**src/rtl/floppy_bufarb.sv**
```systemverilog
// Arbitrates one single-port sector-buffer RAM between the WD1793, the SPI DMA and the 6502.
// Latency: grant and RAM drive one ce edge after request; read data valid on the following ce cycle.
// Backpressure: losers keep requesting (cpu_stall shows the CPU wait); a starving CPU is forced through.
module floppy_bufarb #(
    parameter int AW         = 10,
    parameter int STARVE_MAX = 8
) (
    input  logic          clk,
    input  logic          reset_n,
    input  logic          ce,
    input  logic          wd_req,
    input  logic          wd_we,
    input  logic [AW-1:0] wd_addr,
    input  logic [7:0]    wd_wdata,
    output logic          wd_gnt,
    output logic          wd_rvalid,
    input  logic          dma_req,
    input  logic          dma_lock,
    input  logic          dma_we,
    input  logic [AW-1:0] dma_addr,
    input  logic [7:0]    dma_wdata,
    output logic          dma_gnt,
    output logic          dma_rvalid,
    input  logic          cpu_req,
    input  logic          cpu_we,
    input  logic [AW-1:0] cpu_addr,
    input  logic [7:0]    cpu_wdata,
    output logic          cpu_gnt,
    output logic          cpu_rvalid,
    output logic          cpu_stall,
    output logic [AW-1:0] mem_addr,
    output logic          mem_we,
    output logic [7:0]    mem_wdata,
    input  logic [7:0]    mem_rdata,
    output logic [7:0]    rdata,
    output logic [1:0]    owner
);

    localparam int CW = $clog2(STARVE_MAX + 1);

    typedef enum logic [1:0] {
        OWN_IDLE = 2'd0,
        OWN_WD   = 2'd1,
        OWN_DMA  = 2'd2,
        OWN_CPU  = 2'd3
    } owner_t;

    owner_t          owner_q;
    owner_t          owner_d;
    logic [CW-1:0]   cpu_wait;
    logic [CW-1:0]   cpu_wait_d;
    logic [AW-1:0]   nxt_addr;
    logic            nxt_we;
    logic [7:0]      nxt_wdata;
    logic            wd_elig;
    logic            dma_elig;
    logic            cpu_elig;
    logic            cpu_starved;
    logic            dma_hold;

    // A grant lasts exactly as long as the registered owner says so.
    assign wd_gnt    = (owner_q == OWN_WD);
    assign dma_gnt   = (owner_q == OWN_DMA);
    assign cpu_gnt   = (owner_q == OWN_CPU);
    assign owner     = owner_q;
    assign cpu_stall = cpu_req & ~cpu_gnt;
    assign rdata     = mem_rdata;

    // A requester currently holding the bus is masked so it cannot be served twice in a row.
    assign wd_elig     = wd_req & ~wd_gnt;
    assign dma_elig    = dma_req & ~dma_gnt;
    assign cpu_elig    = cpu_req & ~cpu_gnt;
    assign cpu_starved = (cpu_wait == CW'(STARVE_MAX));
    // A locked burst reserves the buffer for DMA, even on its own masked cycles.
    assign dma_hold    = dma_lock & dma_req;

    // Pick the winner for the next access and update the CPU starvation counter.
    always_comb begin
        owner_d    = OWN_IDLE;
        nxt_addr   = mem_addr;
        nxt_we     = 1'b0;
        nxt_wdata  = mem_wdata;
        cpu_wait_d = cpu_wait;
        if (cpu_elig && cpu_starved) begin
            owner_d = OWN_CPU;
        end else if (wd_elig) begin
            owner_d = OWN_WD;
        end else if (dma_elig) begin
            owner_d = OWN_DMA;
        end else if (cpu_elig && !dma_hold) begin
            owner_d = OWN_CPU;
        end
        case (owner_d)
            OWN_WD: begin
                nxt_addr  = wd_addr;
                nxt_we    = wd_we;
                nxt_wdata = wd_wdata;
            end
            OWN_DMA: begin
                nxt_addr  = dma_addr;
                nxt_we    = dma_we;
                nxt_wdata = dma_wdata;
            end
            OWN_CPU: begin
                nxt_addr  = cpu_addr;
                nxt_we    = cpu_we;
                nxt_wdata = cpu_wdata;
            end
            default: ;
        endcase
        if (!cpu_req || owner_d == OWN_CPU) begin
            cpu_wait_d = '0;
        end else if (cpu_elig && !cpu_starved) begin
            cpu_wait_d = cpu_wait + CW'(1);
        end
    end

    // Register the winning access and the read-valid that follows a read grant.
    always_ff @(posedge clk or negedge reset_n) begin
        if (!reset_n) begin
            owner_q    <= OWN_IDLE;
            mem_addr   <= '0;
            mem_we     <= 1'b0;
            mem_wdata  <= '0;
            cpu_wait   <= '0;
            wd_rvalid  <= 1'b0;
            dma_rvalid <= 1'b0;
            cpu_rvalid <= 1'b0;
        end else if (ce) begin
            owner_q    <= owner_d;
            mem_addr   <= nxt_addr;
            mem_we     <= nxt_we;
            mem_wdata  <= nxt_wdata;
            cpu_wait   <= cpu_wait_d;
            wd_rvalid  <= wd_gnt  & ~mem_we;
            dma_rvalid <= dma_gnt & ~mem_we;
            cpu_rvalid <= cpu_gnt & ~mem_we;
        end
    end

endmodule

```
**config.mk**
```make
export PLATFORM = sky130hd
export DESIGN_NAME = floppy_bufarb
export DESIGN_NICKNAME = d
export VERILOG_FILES = /design/src/rtl/floppy_bufarb.sv
export SDC_FILE = /design/constraint.sdc
export NUM_CORES = 1
export LEC_CHECK = 0
export ABC_CLOCK_PERIOD_IN_PS = 5200
export CORE_AREA = 10 10 60 111
export DETAILED_ROUTE_END_ITERATION = 10
export DIE_AREA = 0 0 70 121
export PLACE_DENSITY_LB_ADDON = 0.08
export RECOVER_POWER = 100
export SYNTH_ARGS = -nofsm -noshare
export SYNTH_HDL_FRONTEND = slang
export SYNTH_SLANG_ARGS = --single-unit
```
**constraint.sdc**
```tcl
create_clock -name clk -period 5.2 [get_ports clk]
set_input_delay 1.56 -clock clk [delete_from_list [all_inputs] [get_ports clk]]
set_output_delay 1.56 -clock clk [all_outputs]
set_load 0.1 [all_outputs]
```
==> results.tsv, run 1 <==
stage	metric	value	unit
timing	max_freq	0.235	GHz
floorplanning	die_w	70	microns
timing	total_negative_slack_for_setup_checks	0	ns
floorplanning	core.rowCount	36	
placed_design	place.port_buffers	91	
cells_and_area	antenna-diode-count	0	
global_route	grt.total_usage	16.9	%
worst_hold_path	worst_hold_path_type	flip-flop to flip-flop	
cells_and_area	syn2layout_area_growth	41.7	%
critical_path	arrival	2.69	ns
placed_design	placedInstanceArea	2900	sq um
floorplanning	ioPinCount	108	
timing	setup_viol_count_final	0	
route	avgRoutedWirePerCell	20.0	microns
synth	post_synth_instance_area	2060	sq um
synth	share_of_synthesized_area_spent_on_multiplexers	1.58	%
synth	seq_area_frac_synth	34.0	%
clock_network	clock_sinks	28	
synth	synth_ff_type	dfrtp_1	
timing	fin_crit	4.25	ns
power	power.internal	597	uW
route	vias_per_cell	5.83	
critical_path	critPathTopFamily	buffers and inverters	
synth	synth_top_family_by_area	compound AO/OA/AOI/OAI gates	
floorplanning	start_util	42.3	%
synth	ys_ff_latch	28	
synth	synth-warning-count	0	
critical_path	crit_chain	clkdlybuf4s50_1, and2_1, buf_4	
global_route	via_count_of_the_first_global_routing_pass	2339	
power	comb_power_share	69.4	%
synth	netlist_instances	232	
synth	synth_enable_flop_cells	0	
critical_path	critPathKind	primary input to output pin	
status	outcome	finished, violations left	
clock_network	cts-buffers-inserted	3	
timing	grt_setup_unrepaired	false	
global_route	antenna_found_initial	0	
cells_and_area	design_area	2920	sq um
floorplanning	core-area	4860	sq um
power	p_sw	959	uW
route	drt_first_iter_violations	109	
clock_network	cts_post_setup_buffers_inserted	0	
timing	worst_slew_pin_slew	1.59	ns
status	failed_checks	max-capacitance violations, max-slew violations	
placed_design	gp_congestion	0.832	
clock_network	clk_path_buf_depth	2	
clock_network	cts_htree_levels	1	
power	static_leakage	1.09	nW
synth	syn_nets	306	
floorplanning	die_y	121	microns
critical_path	endpoint_kind	output pin	
clock_network	latest_clock_arrival_within_the_worst_skew_pair	0.28	ns
route	drt_pre_antenna_iters	4	
cells_and_area	mostFrequentLayoutCell	clkdlybuf4s50_1	
global_route	gr-total-overflow	0	
critical_path	critical_path.max_stage_delay	0.59	ns
synth	synth_area_in_xor_xnor	0	%
global_route	grt_first_pass_wirelength	11.9	mm
cells_and_area	design.final.nets	379	
route	dr_total_vias	2100	
clock_network	post_cts_resize_count	0	
synth	synth.avg_cell_area	8.87	sq um
timing	slew_violations	29	
clock_network	clock_pin_slew_reported_for_the_worst_setup_and_hold_paths_after_clock_tree_synthesis	0.09	ns
global_route	pin_count_of_the_biggest_net_entering_global_routing	29	
power	clockPowerShare	7.9	%
timing	final.hold.worst_slack	0.490	ns
clock_network	ctsRootBufferMaster	clkbuf_8	
critical_path	critical_path.n_buffers_inverters	2	
power	finalPower	1.56	mW
critical_path	crit_slowest_cell	clkdlybuf4s50_1	
route	detail_route.wirelength	7.21	mm
timing	slew_headroom	-5.71	%
route	detail-route-antenna-nets	0	
power	worst_ir_drop_vdd	0.000419	V
power	seq_power_share	22.7	%
critical_path	critical_path.startpoint_type	primary input	
timing	finClkSkew	0.00509	ns
synth	synth_async_sr_flop_share	100	%
synth	synth_area_in_compound_gates	31.2	%
timing	layout_worst_path_cycle_share	81.8	%
synth	synth_cell_types	39	
critical_path	required_worst_endpoint	3.64	ns
cells_and_area	share_of_cells_above_drive_strength_1	7.59	%
power	cellPowerDensity	534	nW/um^2
synth	post_synth_adder_cell_area	1.22	%
synth	yosys.area_share.simple	21.6	%
clock_network	ctsHoldBuffers	0	
clock_network	cts_tree	yes	
power	swShare	61.6	%
cells_and_area	layout.cells.most_common_list	clkdlybuf4s50_1, dlygate4sd3_1, dfrtp_1	
job	max_cap_violation_count	1	
timing	hold_viol_final	0	
floorplanning	dieArea	8470	sq um
route	drc_violation_count_after_routing	0	
critical_path	critical_path.max_fanout	7	
placed_design	dp_hpwl	5.16	mm
synth_stat cells, types with 2 or more instances:
master / instances / share of area, %
nand2_1: 25 / 4.6
buf_6: 3 / 1.6
mux2_2: 2 / 1.1
or3_1: 23 / 7.0
a21oi_1: 15 / 3.6
inv_1: 9 / 1.6
o2bb2ai_1: 4 / 1.7
o21ai_0: 9 / 2.2
a221oi_2: 9 / 6.6
clkbuf_1: 7 / 1.3
nand2b_1: 2 / 0.61
a211oi_1: 18 / 6.6
nor2_1: 7 / 1.3
ha_1: 2 / 1.2
a221oi_1: 9 / 3.8
nand3_1: 5 / 1.2
dfrtp_1: 28 / 34
nor2b_1: 2 / 0.61
a21o_1: 2 / 0.73
a32o_1: 3 / 1.5
buf_2: 6 / 1.5
buf_4: 11 / 4.0
nor3_1: 15 / 3.6
state kept, by name (all words and copies together), names as in the netlist:
signal / flops
wd_rvalid: 1
dma_rvalid: 1
owner: 2
cpu_rvalid: 1
cpu_wait: 4
mem_wdata: 8
mem_we: 1
mem_addr: 10
per-layer routing:
metal  track usage [%]  up-vias  wire length [microns]
met2              31.5       65                   3960
li1                  -     1003                      -
met1              16.6     1019                   2580
met4              7.44        0                    166
met5                 0        -                      0
met3              4.83       13                    503
path summary, 6_finish.rpt:
path / slack [ns] / cells after the start / endpoint / from
max: 0.95 / 3 / cpu_stall / cpu_req
max reg2reg: 2.44 / 6 / mem_wdata[1] / owner[0]
max in group asynchronous: 2.09 / 2 / owner[1] / reset_n
min: 0.49 / 1 / wd_rvalid / wd_rvalid
min reg2reg: 0.49 / 1 / wd_rvalid / wd_rvalid
min in group asynchronous: 2.20 / 2 / cpu_rvalid / reset_n
per-stage QoR:
stage / std cells / utilization, % / worst slack [ns]
2_1_floorplan: 232 / - / 1.28
3_5_place_dp: 357 / 59.6 / 0.966
6_report: 360 / 60.0 / 0.947
5_1_grt: 360 / 60.0 / 0.833
3_3_place_gp: 357 / 59.6 / 0.965
4_1_cts: 360 / 60.4 / 0.957
power groups by stage:
stage,clock [mW],sequential [mW],combinational (mW)
global route,0.135,0.366,1.13
finish,0.123,0.353,1.08
floorplan,0,0.862,0.362
global placement,0,0.358,1.12
detailed placement,0,0.360,1.12
CTS,0.126,0.357,1.13
cells by family after synthesis:
logic type | after synthesis
flops | 28
simple gates | 84
buf+inv | 38
compound gates | 77
fa+ha+maj | 2
mux | 3
final cells by class:
cell class	instances	area [sq um]
repair buffers	96	935
well taps	57	71.3
flip-flops and latches	28	701
fillers	457	1950
clock buffers	3	41.3
inverters	10	37.5
multi-input cells	166	1130
Note: power is estimated with default switching activity, not from simulation.
==> run 2, diff against run 1 <==
- ABC_CLOCK_PERIOD_IN_PS: 5200 -> 3900
- CORE_AREA: 10 10 60 111 -> 10 10 65 120
- DIE_AREA: 0 0 70 121 -> 0 0 75 130
- clock period: 5.2 -> 3.9 ns (I/O delays scaled with it)
==> results.tsv, run 2 (same netlist as run 1, synthesis figures left out) <==
stage	metric	value	unit	change
cells_and_area	multi_input_area	1100	sq um	was 1130 sq um
cells_and_area	seq_area	701	sq um	unchanged
global_route	gr-usage-met3	4.11	%	was 4.83%
clock_network	cts-buffers-inserted	3		unchanged
cells_and_area	nFillCells	611		was 457
placed_design	dpl_worst_slack	0.482	ns	was 0.966 ns
timing	layout_worst_path_cycle_share	88.2	%	
critical_path	worstReg2RegStart	owner[1]		was owner[0]
floorplanning	ioPinCount	108		unchanged
route	detail_route.wirelength	7.40	mm	was 7.21 mm
timing	hold_viol_final	0		unchanged
critical_path	required_worst_endpoint	2.73	ns	was 3.64 ns
timing	grt_setup_unrepaired	false		unchanged
clock_network	latest_clock_arrival_within_the_worst_skew_pair	0.26	ns	was 0.28 ns
timing	fin_crit	3.44	ns	
critical_path	worstRegToRegCells	6		unchanged
cells_and_area	mostFrequentLayoutCell	clkdlybuf4s50_1		unchanged
clock_network	ctsRootBufferMaster	clkbuf_16		was clkbuf_8
power	finalPower	2.09	mW	was 1.56 mW
timing	finClkSkew	0.00418	ns	was 0.00509 ns
route	dr_total_vias	2098		was 2100
global_route	grt_util_met2	27.7	%	was 31.5%
global_route	gr_busiest_metal	met2		unchanged
route	drt_pre_antenna_iters	5		was 4
placed_design	gp_congestion	0.776		was 0.832
placed_design	placed_cells_incl_taps	366		was 357
floorplanning	start_util	34.6	%	was 42.3%
clock_network	cts_post_setup_buffers_inserted	0		unchanged
clock_network	clock_sinks	28		unchanged
critical_path	arrival	2.27	ns	was 2.69 ns
clock_network	ctsHoldBuffers	0		unchanged
clock_network	cts_tree	yes		unchanged
global_route	via_count_of_the_first_global_routing_pass	2191		was 2339
critical_path	crit_chain	clkdlybuf4s50_1, and2_0, buf_12		was clkdlybuf4s50_1, and2_1, buf_4
timing	finalWorstSetupSlack	0.461	ns	was 0.947 ns
route	avgRoutedWirePerCell	20.0	microns	about the same
critical_path	rr_endpoint	mem_addr[3]		was mem_wdata[1]
critical_path	critical_path.startpoint_type	primary input		unchanged
placed_design	dp_hpwl	5.40	mm	was 5.16 mm
floorplanning	core-area	5960	sq um	was 4860 sq um
cells_and_area	regs_by_ff_count	mem_addr x10, mem_wdata x8, cpu_wait x4		unchanged
floorplanning	core.rowCount	40		was 36
timing	setup_viol_count_final	0		unchanged
clock_network	clk_path_buf_depth	2		unchanged
route	drt_first_iter_violations	115		was 109
power	worst_ir_drop_vdd	0.000349	V	was 0.000419 V
timing	worst_slew_pin_slew	1.62	ns	was 1.59 ns
floorplanning	die_y	130	microns	was 121 microns
route	drc_violation_count_after_routing	0		unchanged
floorplanning	die_w	75	microns	was 70 microns
worst_hold_path	worst_hold_path_type	flip-flop to flip-flop		unchanged
job	max_cap_violation_count	1		unchanged
global_route	groute.layer.met1.usage	16.3	%	was 16.6%
worst_hold_path	min_delay_src	wd_rvalid		unchanged
clock_network	post_cts_resize_count	0		unchanged
timing	slew_headroom	-7.82	%	was -5.71%
critical_path	critPathKind	primary input to output pin		unchanged
timing	slew_violations	29		unchanged
critical_path	crit_slowest_cell	clkdlybuf4s50_1		unchanged
critical_path	critical_path.max_fanout	7		unchanged
cells_and_area	antenna-diode-count	0		unchanged
global_route	pin_count_of_the_biggest_net_entering_global_routing	29		unchanged
clock_network	clock_pin_slew_reported_for_the_worst_setup_and_hold_paths_after_clock_tree_synthesis	0.07	ns	was 0.09 ns
cells_and_area	share_of_cells_above_drive_strength_1	7.17	%	was 7.59%
cells_and_area	syn2layout_area_growth	37.1	%	was 41.7%
critical_path	critical_path.max_stage_delay	0.60	ns	was 0.59 ns
cells_and_area	layout.cells.non_filler	370		was 360
worst_hold_path	timing.hold.worst_endpoint	wd_rvalid		unchanged
worst_hold_path	min_path_cells	1		unchanged
status	outcome	finished, violations left		unchanged
global_route	antenna_found_initial	0		unchanged
timing	total_negative_slack_for_setup_checks	0	ns	unchanged
floorplanning	dieArea	9750	sq um	was 8470 sq um
critical_path	endpoint_kind	output pin		unchanged
route	detail-route-antenna-nets	0		unchanged
critical_path	setup.reg_to_reg.worst_slack	1.43	ns	was 2.44 ns
global_route	gr-total-overflow	0		unchanged
power	cellPowerDensity	740	nW/um^2	was 534 nW/um^2
cells_and_area	layout.cells.most_common_list	clkdlybuf4s50_1, dfrtp_1, clkbuf_1		was clkdlybuf4s50_1, dlygate4sd3_1, dfrtp_1
clock_network	cts_htree_levels	1		unchanged
route	vias_per_cell	5.67		was 5.83
timing	max_freq	0.291	GHz	
global_route	grt.total_usage	15.3	%	was 16.9%
status	failed_checks	max-capacitance violations, max-slew violations		unchanged
global_route	grt_first_pass_wirelength	11.5	mm	was 11.9 mm
placed_design	place.port_buffers	91		unchanged
cells_and_area	design.final.nets	382		was 379
power	static_leakage	1.07	nW	was 1.09 nW
cells_and_area	largest_reg_flops	10		unchanged
cells_and_area	largest-register	mem_addr		unchanged
run 2: cell count changes in the layout (fill, tap and decap cells not counted), sizes merged:
| cell | delta |
|---|---|
| clkbuf | +27 |
| dlygate4sd3 | -25 |
| buf | +2 |
run 2: worst max-delay path: cells and delay by family:
family                 cells  cell delay [ns]
buffers and inverters      2             0.81
and+or+nand+nor            1             0.29
run 2: per-stage QoR:
step	utilization [%]	instance area (sq um)	hold slack [ns]
floorplan	-	2060	0.487
global placement	48.3	2880	0.469
detailed placement	48.3	2880	0.475
CTS	49.8	2970	0.492
global route	47.4	2820	0.539
finish	47.4	2820	0.478
run 2: where the power goes:
part | switching, mW | internal [mW] | leakage [nW] | total (mW)
logic | 1.10 | 0.258 | 0.690 | 1.35
clock network | 0.100 | 0.157 | 0.0442 | 0.258
registers | 0.0831 | 0.392 | 0.331 | 0.475
run 2: routing by layer:
metal  share of wire [%]  up-vias
li1                    -     1015
met1                  38     1010
met2                  55       67
met3                 6.0        6
met4                 1.2        0
met5                   0        -
run 2: cell type report:
class / count / share of cell area (%)
Multi-Input combinational cell: 166 / 39.2
Timing Repair Buffer: 99 / 28.7
Sequential cell: 28 / 24.8
Clock buffer: 4 / 3.15
Tap cell: 63 / 2.79
Inverter: 10 / 1.33
run 2: how the worst max path moves through the flow:
| stage | from | to | slack, ns | depth (start not counted) |
|---|---|---|---|---|
| 2_1_floorplan | owner[1] | dma_gnt | 0.42 | 4 |
| 3_3_place_gp | cpu_req | cpu_stall | 0.51 | 3 |
| 3_5_place_dp | cpu_req | cpu_stall | 0.48 | 3 |
| 4_1_cts | cpu_req | cpu_stall | 0.48 | 3 |
| 5_1_grt | ce | mem_wdata[7] | 0.39 | 6 |
| 6_report | cpu_req | cpu_stall | 0.46 | 3 |
